--- src/rtl/alex_sched_pkg.sv ---
// Shared types and constants for the ALEX filter-board write scheduler.
package alex_sched_pkg;

    typedef enum logic [2:0] {
        StIdle,
        StPreGuard,
        StShift,
        StLatch,
        StPostGuard
    } alex_state_e;

    localparam int unsigned ALEX_WORD_BITS = 16;
    localparam int unsigned ALEX_LATCH_BIT = 16;

    localparam int unsigned SCLK  = 0;
    localparam int unsigned SDATA = 1;
    localparam int unsigned TXL   = 2;
    localparam int unsigned RXL   = 3;

    // Width of a down-counter holding values 0..n, never narrower than one bit.
    function automatic int unsigned cnt_width(input int unsigned n);
        return (n == 0) ? 1 : $clog2(n + 1);
    endfunction

endpackage

--- src/rtl/alex_bit_timer.sv ---
// SCLK half-period timer: ticks on the last cycle of each CLK_DIV-cycle phase.
// Held at reload (phase 0) while disabled, so every enable starts a fresh low phase.
module alex_bit_timer
    import alex_sched_pkg::*;
#(
    parameter int unsigned CLK_DIV = 8
) (
    input  logic aclk,
    input  logic aresetn,
    input  logic enable,
    output logic phase_tick,
    output logic sclk_phase
);

    localparam int unsigned CW = cnt_width(CLK_DIV - 1);
    localparam logic [CW-1:0] RELOAD = CW'(CLK_DIV - 1);

    logic [CW-1:0] cnt_q;
    logic          phase_q;

    always_ff @(posedge aclk) begin
        if (!aresetn || !enable) begin
            cnt_q   <= RELOAD;
            phase_q <= 1'b0;
        end else if (cnt_q == '0) begin
            cnt_q   <= RELOAD;
            phase_q <= ~phase_q;
        end else begin
            cnt_q <= cnt_q - 1'b1;
        end
    end

    assign phase_tick = enable && (cnt_q == '0);
    assign sclk_phase = phase_q;

endmodule

--- src/rtl/axis_alex_scheduler.sv ---
// AXI4-Stream to ALEX serial writer sharing the I2S GPIO pins via alex_flag.
// Define ALEX_DEDUP_EN to drop words identical to the last one sent.
module axis_alex_scheduler
    import alex_sched_pkg::*;
#(
    parameter int unsigned AXIS_TDATA_WIDTH = 32,
    parameter int unsigned CLK_DIV          = 8,
    parameter int unsigned GUARD_CYCLES     = 16,
    parameter int unsigned HOLDOFF_CYCLES   = 4096
) (
    input  logic                        aclk,
    input  logic                        aresetn,
    output logic                        s_axis_tready,
    input  logic [AXIS_TDATA_WIDTH-1:0] s_axis_tdata,
    input  logic                        s_axis_tvalid,
    output logic                        alex_flag,
    output logic [3:0]                  alex_data,
    output logic                        busy
);

    localparam int unsigned GW = cnt_width(GUARD_CYCLES - 1);
    localparam int unsigned HW = cnt_width(HOLDOFF_CYCLES);

    alex_state_e                 state_q;
    logic [GW-1:0]               guard_q;
    logic [HW-1:0]               holdoff_q;
    logic [ALEX_WORD_BITS-1:0]   shreg_q;
    logic                        latch_rx_q;
    logic [3:0]                  bit_q;
    logic                        phase_tick;
    logic                        sclk_phase;
    logic                        accept;
    logic                        dedup_hit;

    assign s_axis_tready = (state_q == StIdle) && (holdoff_q == '0);
    assign accept        = s_axis_tvalid && s_axis_tready;

    generate
        if (AXIS_TDATA_WIDTH > ALEX_LATCH_BIT + 1) begin : g_unused_hi
            logic unused_tdata_hi;
            assign unused_tdata_hi = ^s_axis_tdata[AXIS_TDATA_WIDTH-1:ALEX_LATCH_BIT+1];
        end
    endgenerate

`ifdef ALEX_DEDUP_EN
    logic [ALEX_LATCH_BIT:0] last_q;
    logic                    last_valid_q;

    assign dedup_hit = last_valid_q && (s_axis_tdata[ALEX_LATCH_BIT:0] == last_q);

    always_ff @(posedge aclk) begin
        if (!aresetn) begin
            last_q       <= '0;
            last_valid_q <= 1'b0;
        end else if (accept && !dedup_hit) begin
            last_q       <= s_axis_tdata[ALEX_LATCH_BIT:0];
            last_valid_q <= 1'b1;
        end
    end
`else
    assign dedup_hit = 1'b0;
`endif

    alex_bit_timer #(
        .CLK_DIV (CLK_DIV)
    ) u_bit_timer (
        .aclk       (aclk),
        .aresetn    (aresetn),
        .enable     ((state_q == StShift) || (state_q == StLatch)),
        .phase_tick (phase_tick),
        .sclk_phase (sclk_phase)
    );

    always_ff @(posedge aclk) begin
        if (!aresetn) begin
            state_q    <= StIdle;
            guard_q    <= '0;
            holdoff_q  <= HW'(HOLDOFF_CYCLES);
            shreg_q    <= '0;
            latch_rx_q <= 1'b0;
            bit_q      <= '0;
            alex_flag  <= 1'b0;
            alex_data  <= '0;
            busy       <= 1'b0;
        end else begin
            unique case (state_q)
                StIdle: begin
                    if (holdoff_q != '0) holdoff_q <= holdoff_q - 1'b1;
                    if (accept && !dedup_hit) begin
                        state_q    <= StPreGuard;
                        shreg_q    <= s_axis_tdata[ALEX_WORD_BITS-1:0];
                        latch_rx_q <= s_axis_tdata[ALEX_LATCH_BIT];
                        guard_q    <= GW'(GUARD_CYCLES - 1);
                        alex_flag  <= 1'b1;
                        busy       <= 1'b1;
                    end
                end
                StPreGuard: begin
                    if (guard_q == '0) begin
                        state_q          <= StShift;
                        bit_q            <= '0;
                        alex_data[SDATA] <= shreg_q[ALEX_WORD_BITS-1];
                    end else begin
                        guard_q <= guard_q - 1'b1;
                    end
                end
                StShift: begin
                    // Low phase ends: raise SCLK. High phase ends: next bit or latch.
                    if (phase_tick) begin
                        if (!sclk_phase) begin
                            alex_data[SCLK] <= 1'b1;
                        end else if (bit_q == 4'(ALEX_WORD_BITS - 1)) begin
                            state_q   <= StLatch;
                            alex_data <= '0;
                            if (latch_rx_q) alex_data[RXL] <= 1'b1;
                            else            alex_data[TXL] <= 1'b1;
                        end else begin
                            bit_q            <= bit_q + 1'b1;
                            shreg_q          <= {shreg_q[ALEX_WORD_BITS-2:0], 1'b0};
                            alex_data[SCLK]  <= 1'b0;
                            alex_data[SDATA] <= shreg_q[ALEX_WORD_BITS-2];
                        end
                    end
                end
                StLatch: begin
                    if (phase_tick) begin
                        state_q   <= StPostGuard;
                        alex_data <= '0;
                        guard_q   <= GW'(GUARD_CYCLES - 1);
                    end
                end
                StPostGuard: begin
                    if (guard_q == '0) begin
                        state_q   <= StIdle;
                        alex_flag <= 1'b0;
                        busy      <= 1'b0;
                        holdoff_q <= HW'(HOLDOFF_CYCLES);
                    end else begin
                        guard_q <= guard_q - 1'b1;
                    end
                end
                default: state_q <= StIdle;
            endcase
        end
    end

endmodule
--- config.mk ---
export PLATFORM = sky130hd
export DESIGN_NAME = axis_alex_scheduler
export DESIGN_NICKNAME = d
export VERILOG_FILES = /design/src/rtl/alex_sched_pkg.sv /design/src/rtl/alex_bit_timer.sv /design/src/rtl/axis_alex_scheduler.sv
export SDC_FILE = /design/constraint.sdc
export NUM_CORES = 1
export LEC_CHECK = 0
export ABC_CLOCK_PERIOD_IN_PS = 3150
export CORE_MARGIN = 5
export CORE_UTILIZATION = 57
export DETAILED_ROUTE_END_ITERATION = 16
export PLACE_DENSITY_LB_ADDON = 0.1
export SYNTH_ARGS = -nofsm -noshare
export SYNTH_HDL_FRONTEND = slang
export SYNTH_HIERARCHICAL = 1
export SYNTH_SLANG_ARGS = --single-unit
export TNS_END_PERCENT = 30
--- constraint.sdc ---
create_clock -name aclk -period 3.15 [get_ports aclk]
set_input_delay 0.63 -clock aclk [delete_from_list [all_inputs] [get_ports aclk]]
set_output_delay 0.63 -clock aclk [all_outputs]
set_load 0.02 [all_outputs]
* Word level (Yosys, flattened, before mapping)
Index checks and enable logic that the tools add are counted.
Word-level totals: bits in registers 50, latch bits 0, output and inout port bits 7, memories kept 0, bits of input ports 35, bits in writable memories 0, memory bits (read-only) 0
Operators by class: shift-type cells 0, bitwise gates (word level) 1, multiply operators 0, reduce and logical (&&, ||, !) cells 30, equal/unequal tests 15, divide/modulo/power cells 0, multiplexer cells 40, $lt $le $gt $ge 0, add/subtract/negate cells 4
Operators by type and width (number):
- 2-to-1 mux 16 bit | 4
- 2-to-1 mux 4 bit | 9
- one-hot mux 16 bit (2 select lines) | 1
- 2-to-1 mux 13 bit | 2
- one-hot mux 13 bit (2 select lines) | 1
- 2-to-1 mux 3 bit | 8
- AND reduction 5 bit | 4
- one-hot mux 3 bit (5 select lines) | 1
- != test 2 bit, second input constant | 7
- zero test 13 bit | 1
- nonzero test 13 bit | 1
- subtractor 13 x 1 -> 13 bit, second input constant | 1
- one-hot mux 4 bit (3 select lines) | 1
- AND reduction 3 bit | 3
- one-hot mux 4 bit (2 select lines) | 1
- nonzero test 2 bit | 4
- AND reduction 7 bit | 1
- equality test 3 x 2 -> 1 bit, second input constant | 2
- zero test 3 bit | 2
- 2-to-1 mux 1 bit | 6
- != test 2 x 1 -> 1 bit, second input constant | 3
- nonzero test 3 bit | 2
- adder 4 x 1 -> 4 bit, second input constant | 1
- equality test 4 bit, second input constant | 1
- 16 further kinds | 23

* Longest topological paths before layout
depth in word-level cells 5, depth in mapped cells 10, mapped depth without buffers 9

* Cells and area by module
The synthesis kept the hierarchy.
By module, submodules not included:
- axis_alex_scheduler | sequential area each 920.9 µm², area an instance 2342.2 µm², times used 1, cells an instance 266
- alex_bit_timer | sequential area each 80.1 µm², area an instance 176.4 µm², times used 1, cells an instance 19

* Least setup slack after synthesis
Ideal clock, no wire load.
path kind reg2out, from register holdoff_q[0], to output s_axis_tready, stages on the path, launching flop included 7, path buffers 0, data arrival time 1596 ps, data required time 2520 ps, setup slack 924 ps, cell sequence dfxtp_1 inv_1 ha_1 nor4b_1 nand4_2 or2_1 inv_1
On the way: cells in the longest elaborated chain, start to end 2
RTL lines:
- start, declared | line axis_alex_scheduler.sv:26 | logic [HW-1:0] holdoff_q;
- start signal, assigned | line axis_alex_scheduler.sv:78 | holdoff_q <= HW'(HOLDOFF_CYCLES);
- start signal, assigned | line axis_alex_scheduler.sv:88 | if (holdoff_q != '0) holdoff_q <= holdoff_q - 1'b1;
- start signal, assigned | line axis_alex_scheduler.sv:137 | holdoff_q <= HW'(HOLDOFF_CYCLES);
- zero test 13 bit | line axis_alex_scheduler.sv:35 | assign s_axis_tready = (state_q == StIdle) && (holdoff_q == '0);
- logical AND 1 bit | line axis_alex_scheduler.sv:35
- end, declared | line axis_alex_scheduler.sv:13 | output logic s_axis_tready,
Every way passes these cells.

* Final worst setup path
Ends and elaborated chain as after synthesis.

==> flow_summary.toml <==
[clock_network]
post_cts_buffers = 0
clk_pin_slew_ps = 90
numCtsBuffers = 5
clock_path_buffers = 2
clock_sinks = 50
insertion_delay_ps = 300
cts_root_buffer = "clkbuf_8"
cts_tree = "built"
htree_levels = 2

[worst_setup_path]
path_class = "reg2out"
critPathRequiredTime_ps = 2520
path_cells = "inv_1 > ha_1 > nor4b_2 > nand4_2 > or2_1 > inv_1 > clkdlybuf4s50_1"
cpMaxStageDelayCell = "clkdlybuf4s50_1"
worst_setup_path_start_kind = "flop"
arrival_ps = 2240
critPathCaptureType = "output port"
path_common_cell = "inv_1"
slowest_delay_ps = 590
cp_max_fo = 5
reg2reg_depth = 10

[placement]
gp_congestion = 0.855
dpl.cell_count = 357
io_buffers = 26
dp_hpwl_um = 3540

[floorplan]
die_w_um = 76.5
start_util_pct = 58.2
dieHeight_um = 76.5
row_count = 24
coreArea_um2 = 4320
io_pins = 42
die_area_um2 = 5850

[yosys]
synthCells = 285
synth.avg_cell_area_um2 = 8.84
synth_top_area_share_pct = 39.7
yosys_warnings = 6
synth_cell_types = 53
synth_commonest_cells = "dfxtp_1 (50), nor2_1 (38), nand2_1 (20)"
async_flop_share_pct = 0
syn_area_um2 = 2520
synth_seq_cells = 50
syn-num-nets = 326
synthFlopType = "dfxtp_1"
synth_edf_count = 0
seq_area_frac_synth_pct = 39.7
yosysMostFrequentCell = "dfxtp_1"
synthTopCellsByArea = "dfxtp_1 (40%), mux2i_1 (6.8%), nor2_1 (5.7%), a211oi_1 (4.8%), a21oi_1 (3.4%)"
synth_top_area_cell = "dfxtp_1"

[route]
final_antenna_net_count = 0
vias_per_cell = 5.76
wl_per_cell_um = 13.6
first_iter_violations = 170
drt-pass1-iter-count = 4
drt_wl_total_um = 4980
vias = 2103
drc = 0

[worst_hold_path]
hold_depth = 1
hold_class = "reg2reg"

[sta]
tightest_slew_ps = 909
final-setup-viol-count = 0
hold_viol_final = 0
period_needed_ps = 2870
timing.setup.tns_ps = 0
max_freq_ghz = 0.348
final.setup_skew_ps = 4.86
rsz0062_at_grt = "false"
slew_headroom_pct = 39.4
timing.final.crit_share_pct = 91.3
drv_slew = 0

[global_route]
grt_pass1_vias = 1946
grt_usage_pct = 17.7
overflow = 0
antenna_found_initial = 0
grt_first_pass_wirelength_um = 8730
grt_max_degree = 33

[run_status]
outcome = "finished, final reports clean"

[flow_run]
maxCapViolCount = 0

[finish]
stdcell_count = 365
diodes = 0
layout.nets = 353
syn_to_final_growth_pct = 17.1
drive_gt1_share_pct = 9.27

[pwr]
p_leak_nw = 1.06
vdd_drop_max_mv = 0.644
pwr_density_cell_nw_per_um2 = 787
flip-flops by register name, indices dropped and copies added (netlist names), 3 cells and up:
name / flops
shreg_q: 16
holdoff_q: 13
alex_data: 4
bit_q: 4
guard_q: 4
state_q: 3
u_bit_timer/cnt_q: 3
power breakdown:
group / internal (mW) / switching (mW)
registers: 0.748 / 0.114
logic: 0.447 / 0.564
clock network: 0.238 / 0.210
total: 1.43 / 0.888
layout make-up:
type                       instances  area [um2]
inverter                           9        33.8
clock inverter                     1        30.0
tap                               52        65.1
timing repair buffer              35         328
clock buffer                       7        76.3
multi-input combinational        211        1420
sequential                        50        1000
fill                             374        1370
layout by cell type, fill, tap and decap left out, types with 3 or more instances in the layout:
cell	instances
nor4_1	3
mux2i_1	17
a21oi_1	17
a311oi_1	3
a22oi_1	4
xnor2_1	5
a211oi_1	16
a31oi_1	3
and2_1	3
nor2b_1	4
nor3b_1	3
nand2_1	20
clkdlybuf4s50_1	26
o21ai_0	3
buf_4	9
o31ai_1	5
clkbuf_8	5
o21ai_1	4
ha_1	6
nor3_1	8
dfxtp_1	50
or3_1	4
nor2_1	38
or4_1	5
inv_1	9
nand3_1	7
what timing repair did:
action / 4_1_cts / 5_1_grt
endpoints found under the setup margin: 0 / 1
hold buffers: 0 / 0
gates resized for setup: 0 / 1
worst paths after layout:
kind              slack (ps)                    to                 start
hold / removal           410  u_bit_timer/cnt_q[0]  u_bit_timer/cnt_q[0]
setup / recovery         280         s_axis_tready          holdoff_q[0]
setup reg to reg         790            shreg_q[8]            state_q[1]
hold reg to reg          410  u_bit_timer/cnt_q[0]  u_bit_timer/cnt_q[0]
metal layers:
layer	GRT usage, %	wire [um]	vias up
met5	0	0	-
met4	4.90	57	0
met3	4.02	198	6
met2	29.3	2330	30
met1	22.9	2390	976
li1	-	-	1091
worst max-delay path: cells and delay by family (launching register included):
family	cells	cell delay [ps]
DFF	1	360
adders and majority gates	1	140
buffers and inverters	3	740
and+or+nand+nor	3	700
stage by stage:
step                      utilization [%]  hold slack, ps  instance area, um2  total power, mW  setup WS, ps
after global placement               65.6             365                2840             1.85           478
after detailed placement             65.6             408                2840             1.88           474
after CTS                            68.1             429                2940             2.33           115
after floorplan                         -             358                2520             1.65           924
after global routing                 68.2             450                2950             2.50           116
final                                68.2             410                2950             2.32           275
cells by family (layout without fill, tap and decap cells):
group | after synthesis | count (layout) | synth area share (%)
simple gates | 115 | 115 | 24.4
compound gates | 66 | 66 | 19.4
flops | 50 | 50 | 39.7
buf+inv | 24 | 52 | 4.27
mux | 17 | 17 | 6.76
xor+xnor | 7 | 7 | 2.43
fa+ha+maj | 6 | 6 | 2.98
Note: power is estimated with default switching activity, not from simulation.
